$ cat src/rtl/modmul_barrett_pipe_pkg.sv
// modmul_barrett_pipe_pkg: shared constants and Barrett parameter helpers
package modmul_barrett_pipe_pkg;
    localparam int Q_KYBER = 3329;
    localparam int W_KYBER = 12;

    function automatic int clog2(input longint unsigned v);
        int r = 0;
        longint unsigned p = 1;
        while (p < v) begin
            p = p << 1;
            r++;
        end
        return r;
    endfunction

    function automatic longint unsigned barrett_mu(input int q);
        return (64'd1 << (2 * clog2(longint'(q)))) / longint'(q);
    endfunction

    localparam int K = clog2(longint'(Q_KYBER));
    localparam longint unsigned MU = barrett_mu(Q_KYBER);
endpackage

$ cat src/rtl/barrett_lane.sv
// barrett_lane: three-stage (a*b+c) mod Q datapath for one lane, advancing on en_i
module barrett_lane
    import modmul_barrett_pipe_pkg::*;
#(
    parameter int W = W_KYBER,
    parameter int Q = Q_KYBER
) (
    input  logic         clk,
    input  logic         rst_n,
    input  logic         en_i,
    input  logic         acc_en_i,
    input  logic [W-1:0] a_i,
    input  logic [W-1:0] b_i,
    input  logic [W-1:0] c_i,
    output logic [W-1:0] r_o
);
    localparam int KQ = clog2(longint'(Q));
    localparam int MW = KQ + 1;
    localparam int XW = 2 * W + 1;
    localparam int PW = XW + MW;
    // Remainder after Barrett estimate is below 3Q < 2**(W+2) for in-range operands
    localparam int TW = W + 2;
    localparam logic [MW-1:0] MU_V = MW'(barrett_mu(Q));
    localparam logic [TW-1:0] QT = TW'(Q);

    logic [XW-1:0] x_q1;
    logic [TW-1:0] x_q2, qhat_q2;
    logic [TW-1:0] t0, t1;
    logic [W-1:0]  r_d, r_q;

    always_comb begin
        t0  = x_q2 - qhat_q2 * QT;
        t1  = (t0 >= QT) ? t0 - QT : t0;
        r_d = W'((t1 >= QT) ? t1 - QT : t1);
    end

    always_ff @(posedge clk or negedge rst_n) begin
        if (!rst_n) begin
            x_q1    <= '0;
            x_q2    <= '0;
            qhat_q2 <= '0;
            r_q     <= '0;
        end else if (en_i) begin
            x_q1    <= XW'(a_i) * XW'(b_i) + XW'(acc_en_i ? c_i : '0);
            qhat_q2 <= TW'((PW'(x_q1) * PW'(MU_V)) >> (2 * KQ));
            x_q2    <= TW'(x_q1);
            r_q     <= r_d;
        end
    end

    assign r_o = r_q;
endmodule

$ cat src/rtl/modmul_barrett_pipe.sv
// modmul_barrett_pipe: multi-lane pipelined (a*b+c) mod Q with valid/ready and tag sideband
module modmul_barrett_pipe
    import modmul_barrett_pipe_pkg::*;
#(
    parameter int W     = W_KYBER,
    parameter int Q     = Q_KYBER,
    parameter int LANES = 1,
    parameter int TAG_W = 4
) (
    input  logic               clk,
    input  logic               rst_n,
    input  logic               in_valid,
    output logic               in_ready,
    input  logic               acc_en,
    input  logic [LANES*W-1:0] a_i,
    input  logic [LANES*W-1:0] b_i,
    input  logic [LANES*W-1:0] c_i,
    input  logic [TAG_W-1:0]   tag_i,
    output logic               out_valid,
    input  logic               out_ready,
    output logic [LANES*W-1:0] r_o,
    output logic [TAG_W-1:0]   tag_o
);
    if (longint'(Q) >= (longint'(1) << W) || (Q % 2) == 0 || Q <= 2) begin : g_bad_q
        $error("modmul_barrett_pipe: Q must be odd with 2 < Q < 2**W");
    end

    logic             en;
    logic             v1_q, v2_q, v3_q;
    logic [TAG_W-1:0] tag1_q, tag2_q, tag3_q;

    // The whole pipe stalls only when a finished result is not taken
    assign en       = !v3_q || out_ready;
    assign in_ready = en;

    always_ff @(posedge clk or negedge rst_n) begin
        if (!rst_n) begin
            v1_q   <= 1'b0;
            v2_q   <= 1'b0;
            v3_q   <= 1'b0;
            tag1_q <= '0;
            tag2_q <= '0;
            tag3_q <= '0;
        end else if (en) begin
            v1_q   <= in_valid;
            v2_q   <= v1_q;
            v3_q   <= v2_q;
            tag1_q <= tag_i;
            tag2_q <= tag1_q;
            tag3_q <= tag2_q;
        end
    end

    for (genvar l = 0; l < LANES; l++) begin : g_lane
        barrett_lane #(.W(W), .Q(Q)) u_lane (
            .clk      (clk),
            .rst_n    (rst_n),
            .en_i     (en),
            .acc_en_i (acc_en),
            .a_i      (a_i[l*W +: W]),
            .b_i      (b_i[l*W +: W]),
            .c_i      (c_i[l*W +: W]),
            .r_o      (r_o[l*W +: W])
        );
    end

    assign out_valid = v3_q;
    assign tag_o     = tag3_q;
endmodule

$ cat config.mk
export PLATFORM = sky130hd
export DESIGN_NAME = modmul_barrett_pipe
export DESIGN_NICKNAME = d
export VERILOG_FILES = /design/src/rtl/modmul_barrett_pipe_pkg.sv /design/src/rtl/barrett_lane.sv /design/src/rtl/modmul_barrett_pipe.sv
export SDC_FILE = /design/constraint.sdc
export NUM_CORES = 1
export LEC_CHECK = 0
export BUFFER_PORTS_ARGS = -buffer_cell sky130_fd_sc_hd__buf_2
export CAP_MARGIN = 0
export CELL_PAD_IN_SITES_DETAIL_PLACEMENT = 0
export CELL_PAD_IN_SITES_GLOBAL_PLACEMENT = 2
export CORE_MARGIN = 2
export CORE_UTILIZATION = 38
export CTS_BUF_LIST = sky130_fd_sc_hd__clkbuf_4 sky130_fd_sc_hd__clkbuf_8
export DETAILED_ROUTE_END_ITERATION = 10
export MAX_ROUTING_LAYER = met4
export PLACE_DENSITY = 0.91
export SLEW_MARGIN = 20
export SYNTH_ARGS = -nofsm -noshare
export SYNTH_HDL_FRONTEND = slang
export SYNTH_SLANG_ARGS = --single-unit
$ cat constraint.sdc
create_clock -name clk -period 6.3 [get_ports clk]
set_clock_uncertainty 0.05 [all_clocks]
set_input_delay 0.315 -clock clk [delete_from_list [all_inputs] [get_ports clk]]
set_output_delay 0.315 -clock clk [all_outputs]
set_load 0.02 [all_outputs]
* Yosys cells after proc, flatten, opt, wreduce, memory -nomap -nowiden
Index checks and enable logic that the tools add are counted.
Word-level totals: register bits after elaboration 80, input bits 45, output and inout bits 18, word-level logic and storage cells 24
Operators by class: add/sub/neg operators 4, $mul 3, order comparisons 2, mux-type cells 3, reductions and logical operators 2
Operators with widths (count):
- multiplier 25 x 13 -> 38 bit, second input constant | 1
- greater-or-equal comparator 14 x 12 -> 1 bit, second input constant | 2
- adder 24 x 25 -> 25 bit | 1
- multiplier 12 x 12 -> 24 bit | 1
- 2-to-1 mux 12 bit | 2
- multiplier 14 x 12 -> 14 bit, second input constant | 1
- 2-to-1 mux 14 bit | 1
- subtractor 14 x 12 -> 14 bit, second input constant | 1
- subtractor 14 bit | 1
- subtractor 12 bit, second input constant | 1
- zero test 1 bit | 1
- logical OR 1 bit | 1

* Longest topological paths before layout
word-level depth 6, mapped depth 25, mapped depth without buffers 24

* By module
Synthesis repeated with hierarchy kept, for this count alone.
Second synthesis, totals: cells, all modules 1590, area total of the unflattened synthesis 15742.6 um2
By module, submodules not included:
- barrett_lane | times used 1, cells an instance 1557, area each 15128.3 um2, sequential area each 1626.6 um2
- modmul_barrett_pipe | times used 1, cells an instance 33, area each 614.3 um2, sequential area each 375.4 um2

* Worst setup path before layout
Ideal clock, no wire load.
path type register to register, start register g_lane[0].u_lane.x_q1[16], end register g_lane[0].u_lane.qhat_q2[7], library setup time 134 ps, data arrival time 5839 ps, required time 6116 ps, path slack 277 ps, stages on the path, launching flop included 22, path buffers 0, clock period less this slack 6023 ps, cells stage by stage dfrtp_1 > fa_1 > fa_1 > inv_1 > fa_1 > fa_1 > inv_1 > fa_1 > ha_1 > a21o_1 > a21o_1 > a21o_1 > a2111oi_0 > a221o_1 > a21oi_1 > o211a_1 > o21a_1 > o21a_1 > or2_2 > a21oi_1 > xor2_1 > o21ai_0
On the way: longest elaborated chain between the ends 1
Ends and longest elaborated chain:
- start, declared | RTL line barrett_lane.sv:26 | logic [XW-1:0] x_q1;
- start signal, assigned | RTL line barrett_lane.sv:44 | x_q1 <= XW'(a_i) * XW'(b_i) + XW'(acc_en_i ? c_i : '0);
- multiplier 25 x 13 -> 38 bit | RTL line barrett_lane.sv:45 | qhat_q2 <= TW'((PW'(x_q1) * PW'(MU_V)) >> (2 * KQ));
- end signal, assigned | RTL line barrett_lane.sv:45
- end, declared | RTL line barrett_lane.sv:27 | logic [TW-1:0] x_q2, qhat_q2;
No other way between the ends. A chain may end at the register's enable or synchronous reset.

* Worst setup path after layout
start register g_lane[0].u_lane.x_q1[14], end register g_lane[0].u_lane.qhat_q2[13]
The elaborated chain is that of the path after synthesis.

==> qor.yml <==
max_freq_mhz: 165
netlist.area_leader.share: 0.325
wl_met1_microns: 16200
setup_ws_ns: 0.241
core-area_sq_um: 40700
std_cell_rows: 74
yosys_warnings: 0
timing.hold.ws_ns: -0.0357
diodes: 0
start_util: 0.384
clk_pin_slew_ns: 0.08
dp_cells: 2259
cts_root_buf: "clkbuf_8"
grt_pass1_vias: 11618
ant_nets: 0
dr.max_layer_used: "met4"
rsz0062_at_grt: "false"
crit_fanout: 5
syn_area_per_cell_sq_um: 9.37
die-area_sq_um: 42900
start_kind: "register"
htreeDepth: 3
async_flop_share: 1.00
fin_setup_tns_ns: 0
crit_top_cell: "fa_1"
finalCritPeriodShare: 0.962
synth_edf_count: 0
ff2ff_path_depth: 21
synthCells: 1672
track_usage: 0.166
slew_violations: 0
syn-cell-area_sq_um: 15700
critPathKind: "reg2reg"
grt_overflow: 0
setup_viol: 0
crit_slowest_cell: "fa_1"
dpl.hpwl_microns: 28300
synth_commonest_cells: "inv_1 (334), fa_1 (254), ha_1 (237)"
cts_buffers: 9
routed-wl-met2_microns: 16000
cp_slowest_stage_delay_ns: 0.59
hold_violations: 80
finalCriticalPeriod_ns: 6.06
fillers: 4074
hold_path_class: "in2async"
critPathArrivalTime_ns: 6.28
antenna_found_initial: 0
relSlewSlack: 0.478
dieWidth_microns: 207
max_cap_violations: 0
port_buffers: 62
grt_pass1_wl_microns: 57500
ys_top_cells_by_area: "fa_1 (32%), ha_1 (19%), dfrtp_1 (13%)"
instances_no_fill: 2283
drt_iter0_drc: 413
post-place-ws_ns: -0.115
worst_pin_slew_ns: 0.782
first_pass_iters: 6
ys_ff_latch: 80
die_h_microns: 207
synth.most_common_cell: "inv_1"
cts_tree: "yes"
avgRoutedWirePerCell_microns: 14.6
synth_top_flop_cell: "dfrtp_1"
cts_buffer_depth: 2
clk_latency_ns: 0.37
cp-end-kind: "register"
area_growth_pct: 9.20
nets: 2284
drive_gt1_frac: 0.0999
io_pins: 63
dr_wl_met3_microns: 736
viasPerCell: 4.84
drc: 0
num_vias: 11060
crit_chain: "fa_1, fa_1, inv_1, fa_1, fa_1, inv_1, fa_1, ha_1, o21ai_0, nand2b_1, a21oi_1, or4_1, a221o_1, a21oi_4, o211a_1, a21oi_2, o21ai_1, o21a_1, o21ai_0, nor3b_1, o31ai_1"
yosys.area.top_type: "fa_1"
yosysSeqAreaShare: 0.128
ctsHoldBuffers: 0
syn-num-nets: 2208
drt_wl_total_microns: 33400
cts_sinks: 80
required_ns: 6.53
gp_congestion: 0.885
synthDistinctLibCells: 75
violations: "hold timing"
status: "complete, but fails checks"
grt_max_degree: 81
## critical path: cells and delay by family (launching register included)
kind                       cells  cell delay, ns
adders and majority gates      6            2.84
AOI/OAI and AO/OA             10            1.68
and+or+nand+nor                3            0.74
DFF                            1            0.51
buffers and inverters          2            0.13
## cells by family after synthesis
group | after synthesis | share of synthesized area
adders and majority gates | 491 | 0.514
and+or+nand+nor | 430 | 0.129
buffers and inverters | 386 | 0.0939
AOI/OAI and AO/OA | 212 | 0.0933
DFF | 80 | 0.128
xor gates and xnor gates | 68 | 0.0390
muxes | 5 | 0.00328
## final cells by class
| cell class | count | area, sq um | area share |
|---|---|---|---|
| flip-flops and latches | 80 | 2010 | 0.118 |
| multi-input cells | 1206 | 12200 | 0.716 |
| well taps | 532 | 666 | 0.0389 |
| inverters | 334 | 1250 | 0.0733 |
| clock inverters | 3 | 43.8 | 0.00256 |
| clock buffers | 11 | 145 | 0.00849 |
| repair buffers | 117 | 742 | 0.0434 |
## sequential cells by signal (all words and copies together), names as in the netlist, 4 cells and up
register / cells
g_lane.u_lane.x_q1: 25
g_lane.u_lane.qhat_q2: 14
g_lane.u_lane.x_q2: 14
g_lane.u_lane.r_o: 12
tag1_q: 4
tag2_q: 4
tag_o: 4
## layout by cell type (no fill, tap or decap), drive strengths merged, types with 3 or more instances in the layout
cell type	synthesis	layout
o211a	6	6
or3	4	4
o21a	13	13
nand2b	9	9
a211o	3	3
nor2b	5	5
buf	7	117
nand2	225	225
o31ai	11	11
xnor2	39	39
nor3b	4	4
mux2i	4	4
o22ai	3	3
nor4	3	3
a21o	13	13
nor2	56	56
a211oi	3	3
or4	5	5
and3	8	8
o21ai	64	64
a21oi	56	56
dfrtp	80	80
nand3	15	15
clkbuf	45	11
o21bai	8	8
nand4	4	4
nor3	12	12
o211ai	7	7
fa	254	254
ha	237	237
or2	4	4
o2111ai	4	4
xor2	29	29
a31oi	4	4
inv	334	334
and2	67	67
## through the flow
stage	area [sq um]	hold WS, ns	utilization
floorplan	15700	-0.0306	-
global placement	16800	0.391	0.412
detailed placement	16800	0.398	0.412
CTS	17000	0.0632	0.417
global route	17100	0.0111	0.420
finish	17100	-0.0357	0.420
## path summary, 6_finish.rpt
kind                                      startpoint                           end  slack [ns]
max                        g_lane[0].u_lane.x_q1[14]  g_lane[0].u_lane.qhat_q2[13]        0.24
min                                            rst_n                     tag1_q[3]       -0.04
max reg2reg                g_lane[0].u_lane.x_q1[14]  g_lane[0].u_lane.qhat_q2[13]        0.24
min reg2reg                                     v2_q                          v2_q        0.41
max in group asynchronous                      rst_n     g_lane[0].u_lane.x_q1[11]        5.69
min in group clk                            in_valid                          v1_q        0.09
## per-layer routing
metal | track usage | vias to the layer above
met2 | 0.266 | 84
met1 | 0.232 | 5539
met3 | 0.0161 | 19
met5 | - | -
li1 | - | 5418
met4 | 0.0323 | 0
## repair_timing
action,in CTS,in global routing
resized for setup,4,14
setup endpoints to repair,4,13
setup buffers,0,10
pin swaps,0,9
Power is not shown: default switching activity piles up to over one toggle a cycle in this logic, so the estimate is an artifact.
